`config.mk`:
```
export PLATFORM = sky130hd
export DESIGN_NAME = instr_fetch_unit
export DESIGN_NICKNAME = d
export VERILOG_FILES = /design/src/rtl/instr_fetch_unit_pkg.sv /design/src/rtl/instr_fetch_unit_pc_next_calc.sv /design/src/rtl/instr_fetch_unit.sv
export SDC_FILE = /design/constraint.sdc
export NUM_CORES = 1
export LEC_CHECK = 0
export ABC_CLOCK_PERIOD_IN_PS = 3800
export BUFFER_PORTS_ARGS = -buffer_cell sky130_fd_sc_hd__buf_4
export CAP_MARGIN = 20
export CORE_MARGIN = 2
export CORE_UTILIZATION = 33
export CTS_BUF_LIST = sky130_fd_sc_hd__clkbuf_8
export CTS_CLUSTER_DIAMETER = 200
export CTS_CLUSTER_SIZE = 30
export DETAILED_ROUTE_END_ITERATION = 10
export PLACE_DENSITY = 0.63
export SLEW_MARGIN = 5
export SYNTH_ARGS = -nofsm -noshare
export SYNTH_HDL_FRONTEND = slang
export SYNTH_SLANG_ARGS = --single-unit
```
`constraint.sdc`:
```
create_clock -name clock -period 3.8 [get_ports clock]
set_input_delay 0.38 -clock clock [delete_from_list [all_inputs] [get_ports clock]]
set_output_delay 0.38 -clock clock [all_outputs]
set_load 0.005 [all_outputs]
```
`src/rtl/instr_fetch_unit_pkg.sv`:
```
// Shared types and encodings for the LEGv8 instruction fetch unit.
package instr_fetch_unit_pkg;

    localparam int INSTR_W = 32;
    localparam int ADDR_W  = 64;

    localparam logic [1:0] PS_HOLD   = 2'b00;
    localparam logic [1:0] PS_INC    = 2'b01;
    localparam logic [1:0] PS_BR_REG = 2'b10;
    localparam logic [1:0] PS_BR_REL = 2'b11;

    typedef enum logic [1:0] {
        ST_FETCH = 2'd0,
        ST_EXEC  = 2'd1,
        ST_FAULT = 2'd2
    } state_t;

endpackage

```
`src/rtl/instr_fetch_unit_pc_next_calc.sv`:
```
// Next-PC computation from the control word's PS and k fields.
module pc_next_calc
    import instr_fetch_unit_pkg::*;
(
    input  logic [ADDR_W-1:0] pc,
    input  logic [1:0]        ps,
    input  logic [ADDR_W-1:0] k,
    input  logic [ADDR_W-1:0] reg_a,
    output logic [ADDR_W-1:0] next_pc,
    output logic              misaligned
);

    // All arithmetic wraps modulo 2^64; wrap is not a fault.
    always_comb begin
        next_pc = pc;
        unique case (ps)
            PS_HOLD:   next_pc = pc;
            PS_INC:    next_pc = pc + 64'd4;
            PS_BR_REG: next_pc = reg_a;
            PS_BR_REL: next_pc = pc + {k[ADDR_W-3:0], 2'b00};
            default:   next_pc = pc;
        endcase
    end

    assign misaligned = |next_pc[1:0];

endmodule

```
`src/rtl/instr_fetch_unit.sv`:
```
// PC holder and instruction fetcher feeding the LEGv8 control decoder.
module instr_fetch_unit
    import instr_fetch_unit_pkg::*;
#(
    parameter logic [ADDR_W-1:0] RESET_PC = 64'h0
) (
    input  logic               clock,
    input  logic               reset,
    input  logic [1:0]         ps,
    input  logic [ADDR_W-1:0]  k,
    input  logic [ADDR_W-1:0]  reg_a,
    input  logic               stall,
    output logic               imem_req,
    output logic [ADDR_W-1:0]  imem_addr,
    input  logic [INSTR_W-1:0] imem_rdata,
    input  logic               imem_ack,
    output logic [INSTR_W-1:0] instr,
    output logic               instr_valid,
    output logic [ADDR_W-1:0]  pc,
    output logic               fault
);

    state_t            state;
    logic [ADDR_W-1:0] next_pc;
    logic              misaligned;

    pc_next_calc u_pc_next_calc (
        .pc         (pc),
        .ps         (ps),
        .k          (k),
        .reg_a      (reg_a),
        .next_pc    (next_pc),
        .misaligned (misaligned)
    );

    assign imem_req  = (state == ST_FETCH);
    assign imem_addr = pc;
    assign fault     = (state == ST_FAULT);

    always_ff @(posedge clock) begin
        if (reset) begin
            state       <= ST_FETCH;
            pc          <= RESET_PC;
            instr       <= '0;
            instr_valid <= 1'b0;
        end else begin
            unique case (state)
                ST_FETCH: begin
                    if (imem_ack) begin
                        instr       <= imem_rdata;
                        instr_valid <= 1'b1;
                        state       <= ST_EXEC;
                    end
                end
                ST_EXEC: begin
                    if (!stall && ps != PS_HOLD) begin
                        instr_valid <= 1'b0;
                        // A bad target leaves pc at the last good address.
                        if (misaligned) begin
                            state <= ST_FAULT;
                        end else begin
                            pc    <= next_pc;
                            state <= ST_FETCH;
                        end
                    end
                end
                ST_FAULT: begin
                    instr_valid <= 1'b0;
                end
                default: begin
                    instr_valid <= 1'b0;
                    state       <= ST_FAULT;
                end
            endcase
        end
    end

endmodule

```
==> results.sh, run 1 <==
export IMPL_grt_first_pass_wirelength_mm=48.8
export IMPL_detailed_place_hpwl_mm=23.4
export IMPL_fin_crit_sh_pct=93.9
export IMPL_routed_via_density=5.45
export IMPL_cts_root_buf="clkbuf_8"
export IMPL_grt_start_max_net_pins=69
export IMPL_drc=0
export IMPL_antenna_found_initial=1
export IMPL_syn_to_final_growth_pct=30.2
export IMPL_syn_area_per_cell_sq_um=7.39
export IMPL_grt_total_usage_pct=21.4
export IMPL_combPwrFrac_pct=29.4
export IMPL_drive_gt1_share_pct=28.9
export IMPL_hp_class="in2reg"
export IMPL_leakagePower_nw=5.57
export IMPL_whs_ps=188
export IMPL_setup_tns_ps=0
export IMPL_holdBufCountCts=0
export IMPL_endpoint="imem_addr[58]"
export IMPL_r2r_cells=13
export IMPL_synth_cells=1174
export IMPL_drt_iter0_markers=605
export IMPL_yosysMostFrequentCell="nand2_1"
export IMPL_status="finished, final reports clean"
export IMPL_cts_sinks=99
export IMPL_worstSetupPathType="reg2reg"
export IMPL_dieArea_sq_mm=0.0276
export IMPL_rsz0062_at_grt="no"
export IMPL_first_pass_iters=5
export IMPL_irDropWorstVdd_mv=0.145
export IMPL_clock_skew_ps=19.2
export IMPL_synth_fp_nets=1402
export IMPL_die_h_microns=166
export IMPL_synth_edf_count=0
export IMPL_yosysSeqAreaShare_pct=22.8
export IMPL_hold_viol_final=0
export IMPL_globalplace_congestion=0.879
export IMPL_r2r_start="imem_addr[2]"
export IMPL_routed_wl_mm=30.8
export IMPL_r2r_slack_ps=230
export IMPL_period_needed_ps=3570
export IMPL_finalMaxSlewViolations=0
export IMPL_relSlewSlack_pct=51.3
export IMPL_nFillCells=2655
export IMPL_cap_violations=0
export IMPL_portBuffers=326
export IMPL_grt_pass1_vias=9191
export IMPL_top_level_ports=329
export IMPL_yosys_area_top_type="dfxtp_1"
export IMPL_cp_data_required_time_ps=4100
export IMPL_seqPwrFrac_pct=42.3
export IMPL_synth_area_sq_mm=0.00868
export IMPL_ant_nets=0
export IMPL_cts_resized=0
export IMPL_cp_end_kind="flop"
export IMPL_avgRoutedWirePerCell_microns=17.8
export IMPL_design_core_area_sq_mm=0.0259
export IMPL_synthTopCellsByCount="nand2_1, a21oi_1, dfxtp_1, nor2_1"
export IMPL_synth_top_cell_area_share_pct=22.8
export IMPL_start_util_pct=33.5
export IMPL_worst_pin_slew_ps=730
export IMPL_p_sw_share_pct=35.4
export IMPL_async_reset_ff_share_pct=0
export IMPL_max_freq_ghz=0.280
export IMPL_vias=9443
export IMPL_timing_critical_path_from="imem_addr[2]"
export IMPL_power_density_mw_per_mm2=241
export IMPL_critPathMaxFanout=4
export IMPL_post_cts_repair_setup_buffers=0
export IMPL_clock_latency_ps=410
export IMPL_finalSetupViolations=0
export IMPL_rows=59
export IMPL_synth_area_top_cells="dfxtp_1, ha_1, a21oi_1"
export IMPL_synth_distinct_cells=72
export IMPL_cts_buffers=9
export IMPL_synth_main_ff_cell="dfxtp_1"
export IMPL_critical_path_arrival_ps=3870
export IMPL_cts_tree="yes"
export IMPL_h_tree_depth=3
export IMPL_ys_seq_elements=99
export IMPL_fin_nets=1619
export IMPL_ys_warnings_count=0
export IMPL_cts_buffer_depth=2
export IMPL_intPower_mw=1.76
export IMPL_cp_start_kind="flop"
export IMPL_die_x_microns=166
export IMPL_p_sw_mw=0.964
export IMPL_r2r_end="imem_addr[58]"
export IMPL_grt_overflow=0
export IMPL_clkPwrFrac_pct=28.3
export IMPL_clk_pin_slew_ps=120
layout by cell type, fill, tap and decap left out, types with 4 or more instances in the layout:
master / Yosys / routed
and2_1: 6 / 6
a31oi_1: 13 / 13
buf_4: 64 / 355
a221oi_1: 46 / 46
clkbuf_8: 0 / 9
nor4_1: 7 / 7
inv_1: 22 / 22
o211ai_1: 6 / 6
o21ai_0: 37 / 37
nand4_1: 19 / 19
a311oi_1: 4 / 4
nand2b_1: 6 / 6
a21o_1: 51 / 51
xor2_1: 22 / 22
o21a_1: 9 / 9
nor2b_1: 5 / 4
xnor2_1: 28 / 28
o21bai_1: 12 / 12
dfxtp_1: 99 / 99
buf_12: 0 / 6
ha_1: 61 / 61
a21oi_1: 113 / 113
a211oi_1: 12 / 12
nand2_1: 119 / 119
nor2_1: 99 / 99
nand3_1: 20 / 20
and3_1: 74 / 74
nor3_1: 59 / 58
o31ai_1: 4 / 4
a21boi_0: 4 / 4
power by group through the flow:
stage          Sequential [mW]  Combinational [mW]  Clock (mW)
4_1_cts                   1.15               0.800       0.803
2_1_floorplan             1.16               0.442           0
5_1_grt                   1.16               0.880       0.839
3_3_place_gp              1.17               0.785           0
6_report                  1.15               0.802       0.771
3_5_place_dp              1.18               0.797           0
worst min path at each step:
stage	from	end	slack, ps	cells after the start
6_report	imem_ack	state[0]	190	2
5_1_grt	imem_ack	state[0]	150	2
4_1_cts	imem_ack	state[0]	160	2
3_5_place_dp	instr[23]	instr[23]	450	2
3_3_place_gp	instr[11]	instr[11]	440	2
2_1_floorplan	instr[0]	instr[0]	450	2
flip-flops by register name, indices dropped and copies added (netlist names):
| name | count |
|---|---|
| instr | 32 |
| imem_addr | 64 |
| state | 2 |
| instr_valid | 1 |
worst max-delay path, stage by stage (launching register included):
cell and delay, ps:
dfxtp_1 460, ha_1 250, inv_1 70, fa_1 400, nand2b_1 180, a21o_1 190
a311oi_2 270, and3_1 260, o2111ai_2 220, a21oi_2 310, a31o_4 230, a31oi_1 110
xor2_1 180, a2111oi_2 340
metal layers:
layer | part of all wire [%] | global-route usage, %
met4 | 1.6 | 5.52
met2 | 48 | 36.3
met1 | 45 | 28.5
met3 | 5.0 | 3.27
met5 | 0 | 0
through the flow:
stage	util (%)	instances	power (mW)	worst slack, ps	area [sq um]
4_1_cts	43.6	1730	2.76	206	11300
3_3_place_gp	42.7	1713	1.96	140	11100
6_report	43.6	1732	2.72	230	11300
3_5_place_dp	42.8	1714	1.97	98.2	11100
5_1_grt	43.6	1732	2.88	7.54	11300
2_1_floorplan	-	1174	1.61	96.3	8680
layout make-up:
class	instances	area [sq um]	area share, %
clock buffer	9	124	1.10
timing repair buffer	363	2830	25.0
tap	335	419	3.71
multi-input combinational	896	5790	51.2
inverter	22	82.6	0.731
clock inverter	7	76.3	0.675
sequential	99	1980	17.5
antenna	1	2.50	0.0221
cell families (layout without fill, tap and decap cells):
kind of cell	count (synthesis)	count (layout)	synth area share, %
AND/OR/NAND/NOR	428	428	23.7
AO/OA/AOI/OAI	352	352	28.2
buffers and inverters	179	401	10.6
flip-flops	99	99	22.8
adder cells (fa/ha/maj)	62	62	9.02
XOR/XNOR	50	50	5.05
multiplexers	4	4	0.519
other	0	1	0
Note: power is estimated with default switching activity, not from simulation.
==> run 2, diff against run 1 <==
- CORE_UTILIZATION: 33 -> 47
- PLACE_DENSITY: 0.63 -> 0.83
==> results.sh, run 2 (synthesis gave the netlist of run 1 again) <==
export IMPL_status="finished, final reports clean"
export IMPL_cp_start_kind="flop"
export IMPL_fin_area_sq_mm=0.0112
export IMPL_irDropWorstVdd_mv=0.235
export IMPL_grt_total_usage_pct=28.5
export IMPL_hold_viol_final=0
export IMPL_portBuffers=326
export IMPL_rsz0062_at_grt="no"
export IMPL_cp_cell_sequence="ha_1 > inv_1 > fa_1 > nand2b_1 > a21o_1 > a311oi_2 > and3_1 > o2111ai_2 > a21oi_2 > a31o_4 > a31oi_1 > xor2_1 > a2111oi_2"
export IMPL_relSlewSlack_pct=53.2
export IMPL_setup_tns_ps=0
export IMPL_placed_area_sq_mm=0.0109
export IMPL_ant_nets=0
export IMPL_drc=0
export IMPL_layout_commonest_cell="buf_4"
export IMPL_globalplace_congestion=0.939
export IMPL_vias=9676
export IMPL_antenna_found_initial=0
export IMPL_n_antenna_cell=0
export IMPL_routed_via_density=5.96
export IMPL_hold_path_cell_count=2
export IMPL_cts_sinks=99
export IMPL_drt_iter0_markers=764
export IMPL_layout_common_cells="buf_4, nand2_1, a21oi_1, nor2_1, dfxtp_1"
export IMPL_nFillCells=1655
export IMPL_finalMaxSlewViolations=0
export IMPL_cts_resized=0
export IMPL_r2r_cells=13
export IMPL_leakagePower_nw=5.57
export IMPL_grt_first_pass_wirelength_mm=46.1
export IMPL_max_freq_ghz=0.279
export IMPL_post_cts_repair_setup_buffers=0
export IMPL_rows=49
export IMPL_clk_pin_slew_ps=130
export IMPL_power_density_mw_per_mm2=245
export IMPL_dp_cells=1605
export IMPL_critical_path_arrival_ps=3890
export IMPL_critPathMaxStageDelay_ps=420
export IMPL_cts_buffer_depth=2
export IMPL_clock_latency_ps=410
export IMPL_clock_skew_ps=19.6
export IMPL_grt_start_max_net_pins=60
export IMPL_dieArea_sq_mm=0.0196
export IMPL_detailed_place_hpwl_mm=22.6
export IMPL_worst_pin_slew_ps=699
export IMPL_cp_data_required_time_ps=4100
export IMPL_avgRoutedWirePerCell_microns=18.2
export IMPL_hp_class="in2reg"
export IMPL_syn_to_final_growth_pct=28.6
export IMPL_drive_gt1_share_pct=28.8
export IMPL_fin_crit_sh_pct=94.4
export IMPL_die_x_microns=140
export IMPL_grt_overflow=0
export IMPL_cts_buffers=9
export IMPL_design_core_area_sq_mm=0.0180
export IMPL_start_util_pct=48.2
export IMPL_cts_tree="yes"
export IMPL_largest_reg_flops=64
export IMPL_period_needed_ps=3590
export IMPL_die_h_microns=140
export IMPL_top_level_ports=329
export IMPL_first_pass_iters=5
export IMPL_cts_root_buf="clkbuf_8"
export IMPL_worstSetupPathType="reg2reg"
export IMPL_holdBufCountCts=0
export IMPL_cp_end_kind="flop"
export IMPL_routed_wl_mm=29.5
export IMPL_fin_nets=1617
export IMPL_h_tree_depth=3
export IMPL_cap_violations=0
export IMPL_final_cells=1623
export IMPL_critPathMaxFanout=5
export IMPL_grt_pass1_vias=8925
export IMPL_fin_util_pct=61.9
export IMPL_finalSetupViolations=0
export IMPL_crit_path_top_delay_cell="dfxtp_1"
## run 2: critical path: cells and delay by family, from the launching register on
kind / cells / cell delay, ps
and+or+nand+nor: 2 / 450
AOI/OAI and AO/OA: 7 / 1690
xor gates and xnor gates: 1 / 180
adders and majority gates: 2 / 660
buffers and inverters: 1 / 70
DFF: 1 / 420
## run 2: worst paths after layout
| kind | startpoint | endpoint | slack (ps) |
|---|---|---|---|
| max | imem_addr[2] | imem_addr[58] | 210 |
| min | imem_ack | state[0] | 190 |
| max reg2reg | imem_addr[2] | imem_addr[58] | 210 |
| min reg2reg | instr[31] | instr[31] | 460 |
## run 2: stage by stage
step	power (mW)	worst slack, ps	hold slack [ps]
floorplan	1.61	96.3	453
global placement	1.94	149	442
detailed placement	1.96	98.9	447
CTS	2.73	245	179
global route	2.85	39.3	193
finish	2.73	214	188
## run 2: layout make-up
| cell class | count | area [sq um] | share of cell area (%) |
|---|---|---|---|
| Timing Repair Buffer | 361 | 2810 | 25.2 |
| Clock inverter | 7 | 88.8 | 0.796 |
| Multi-Input combinational cell | 896 | 5790 | 51.8 |
| Clock buffer | 9 | 124 | 1.11 |
| Sequential cell | 99 | 1980 | 17.8 |
| Tap cell | 229 | 287 | 2.57 |
| Inverter | 22 | 82.6 | 0.740 |
## run 2: report_power, final
part	total (mW)	switching, mW	internal, mW
registers	1.15	0.0571	1.09
clock network	0.775	0.507	0.269
logic	0.808	0.403	0.405
## run 2: routing by layer
| layer | part of all wire, % | global-route usage [%] | wire, microns | vias up |
|---|---|---|---|---|
| met1 | 42 | 36.1 | 12500 | 4543 |
| met2 | 49 | 49.9 | 14400 | 416 |
| met4 | 2.6 | 8.95 | 778 | 0 |
| met5 | 0 | 0 | 0 | - |
| li1 | - | - | - | 4658 |
| met3 | 6.2 | 4.21 | 1840 | 59 |
==> run 3, diff against run 2 <==
- ABC_AREA: unset -> 1
- CORE_UTILIZATION: 47 -> 40
- PLACE_DENSITY: 0.83 -> 0.71
==> results.sh, run 3 <==
export IMPL_die_x_microns=166
export IMPL_clock_latency_ps=400
export IMPL_synthTopCellsByCount="nand2_1, inv_1, nor2_1, a21oi_1, nand3_1"
export IMPL_portBuffers=326
export IMPL_worst_path_most_repeated_cell="nand3_1"
export IMPL_hold_path_end="imem_addr[1]"
export IMPL_synth_top_cell_area_share_pct=20.3
export IMPL_cp_end_kind="flop"
export IMPL_cts_resized=0
export IMPL_avgRoutedWirePerCell_microns=15.3
export IMPL_cts_buffer_depth=2
export IMPL_cap_violations=0
export IMPL_fin_util_pct=50.0
export IMPL_fin_crit_sh_pct=73.9
export IMPL_finalMaxSlewViolations=0
export IMPL_start_util_pct=40.6
export IMPL_yosys_area_top_type="nand2_1"
export IMPL_hold_path_cell_count=2
export IMPL_yosysSeqAreaShare_pct=18.9
export IMPL_syn_to_final_growth_pct=23.4
export IMPL_drt_iter0_markers=808
export IMPL_cp_start_kind="flop"
export IMPL_layout_setup_ws_ps=990
export IMPL_ys_warnings_count=0
export IMPL_holdBufCountCts=0
export IMPL_die_h_microns=166
export IMPL_power_density_mw_per_mm2=206
export IMPL_r2r_end="imem_addr[56]"
export IMPL_cp_cell_sequence="ha_1 > inv_1 > fa_1 > inv_1 > nand3_1 > nor2_1 > or2_1 > nand2_1 > nand3_1 > nand2_1 > nand3_1 > nand3_1 > a21oi_1"
export IMPL_hp_class="in2reg"
export IMPL_drive_gt1_share_pct=20.1
export IMPL_pre_cts_ws_ps=623
export IMPL_irDropWorstVdd_mv=0.190
export IMPL_r2r_cells=13
export IMPL_fin_nets=2384
export IMPL_grt_pass1_vias=11000
export IMPL_yosysMostFrequentCell="nand2_1"
export IMPL_grt_total_usage_pct=26.5
export IMPL_grt_first_pass_wirelength_mm=58.6
export IMPL_cts_tree="yes"
export IMPL_top_level_ports=329
export IMPL_layout_commonest_cell="nand2_1"
export IMPL_grt_start_max_net_pins=62
export IMPL_critPathMaxFanout=4
export IMPL_detailed_place_hpwl_mm=31.6
export IMPL_async_reset_ff_share_pct=0
export IMPL_antenna_found_initial=0
export IMPL_synth_main_ff_cell="dfxtp_1"
export IMPL_setup_tns_ps=0
export IMPL_synth_area_sq_mm=0.0105
export IMPL_largest_reg_flops=64
export IMPL_status="finished, final reports clean"
export IMPL_routed_wl_mm=38.1
export IMPL_clk_pin_slew_ps=130
export IMPL_hold_start="reset"
export IMPL_finalSetupViolations=0
export IMPL_rows=59
export IMPL_cp_data_required_time_ps=4140
export IMPL_critical_path_arrival_ps=3150
export IMPL_synth_area_top_cells="nand2_1, dfxtp_1, inv_1"
export IMPL_worstSetupPathType="reg2reg"
export IMPL_post_cts_repair_setup_buffers=0
export IMPL_layout_common_cells="nand2_1, inv_1, buf_4, nor2_1, a21oi_1"
export IMPL_crit_path_top_delay_cell="dfxtp_1"
export IMPL_globalplace_congestion=0.932
export IMPL_dieArea_sq_mm=0.0276
export IMPL_cts_root_buf="clkbuf_8"
export IMPL_relSlewSlack_pct=36.9
export IMPL_first_pass_iters=5
export IMPL_leakagePower_nw=7.71
export IMPL_synth_cells=1918
export IMPL_r2r_slack_ps=990
export IMPL_syn_area_per_cell_sq_um=5.48
export IMPL_ant_nets=0
export IMPL_worst_pin_slew_ps=945
export IMPL_routed_via_density=4.82
export IMPL_rsz0062_at_grt="no"
export IMPL_n_antenna_cell=0
export IMPL_critPathMaxStageDelay_ps=430
export IMPL_ys_seq_elements=99
export IMPL_max_freq_ghz=0.356
export IMPL_hold_viol_final=0
export IMPL_period_needed_ps=2810
export IMPL_drc=0
export IMPL_grt_overflow=0
export IMPL_design_core_area_sq_mm=0.0259
export IMPL_cts_sinks=99
export IMPL_nFillCells=2865
export IMPL_synth_fp_nets=2146
export IMPL_r2r_start="imem_addr[2]"
export IMPL_synth_edf_count=0
export IMPL_synth_distinct_cells=42
export IMPL_cts_buffers=9
export IMPL_h_tree_depth=3
export IMPL_clock_skew_ps=20.1
export IMPL_vias=12000
-- run 3: cells by family (layout without fill, tap and decap cells) --
family	Yosys count	count (layout)	synth area share, %
AO/OA/AOI/OAI	296	296	14.7
XOR/XNOR	2	2	0.167
adder cells (fa/ha/maj)	62	62	7.45
buffers and inverters	491	734	20.2
flip-flops	99	99	18.9
AND/OR/NAND/NOR	968	968	38.6
-- run 3: how the worst max path moves through the flow --
| stage | start | to | slack (ps) | cells after the start |
|---|---|---|---|---|
| after floorplan | ps[0] | imem_addr[52] | 1150 | 19 |
| after global placement | ps[1] | imem_addr[57] | 680 | 18 |
| after detailed placement | ps[1] | imem_addr[57] | 620 | 18 |
| after CTS | ps[1] | imem_addr[57] | 1050 | 18 |
| after global routing | ps[1] | imem_addr[57] | 770 | 18 |
| final | imem_addr[2] | imem_addr[56] | 990 | 13 |
-- run 3: critical path, delay by kind of cell, from the launching register on --
family | cells | cell delay, ps
adders and majority gates | 2 | 590
buffers and inverters | 2 | 170
DFF | 1 | 430
AOI/OAI and AO/OA | 1 | 150
and+or+nand+nor | 8 | 1410
-- run 3: through the flow --
step	area [sq um]	cells	total power [mW]	hold WS (ps)
6_report	13000	2496	2.67	193
4_1_cts	13000	2496	2.69	178
2_1_floorplan	10500	1918	1.59	449
3_3_place_gp	12800	2480	1.94	465
3_5_place_dp	12800	2480	1.95	475
5_1_grt	13000	2496	2.80	199
-- run 3: layout make-up --
type	count	area [sq um]	area share, %
Clock buffer	9	124	0.955
Clock inverter	7	67.6	0.521
Inverter	380	1430	11.0
Multi-Input combinational cell	1328	6410	49.4
Sequential cell	99	1980	15.3
Tap cell	335	419	3.23
Timing Repair Buffer	338	2540	19.6
-- run 3: routing by layer --
layer  global-route usage [%]  wire [microns]  vias up
met4                     8.09            1030        0
met2                     45.5           17800      373
met3                     3.41            2110       59
met5                        0               0        -
li1                         -               -     6297
met1                     34.6           17100     5309
-- run 3: where the power goes --
part / internal [mW] / switching (mW)
clock network: 0.256 / 0.488
logic: 0.373 / 0.397
registers: 1.10 / 0.0576
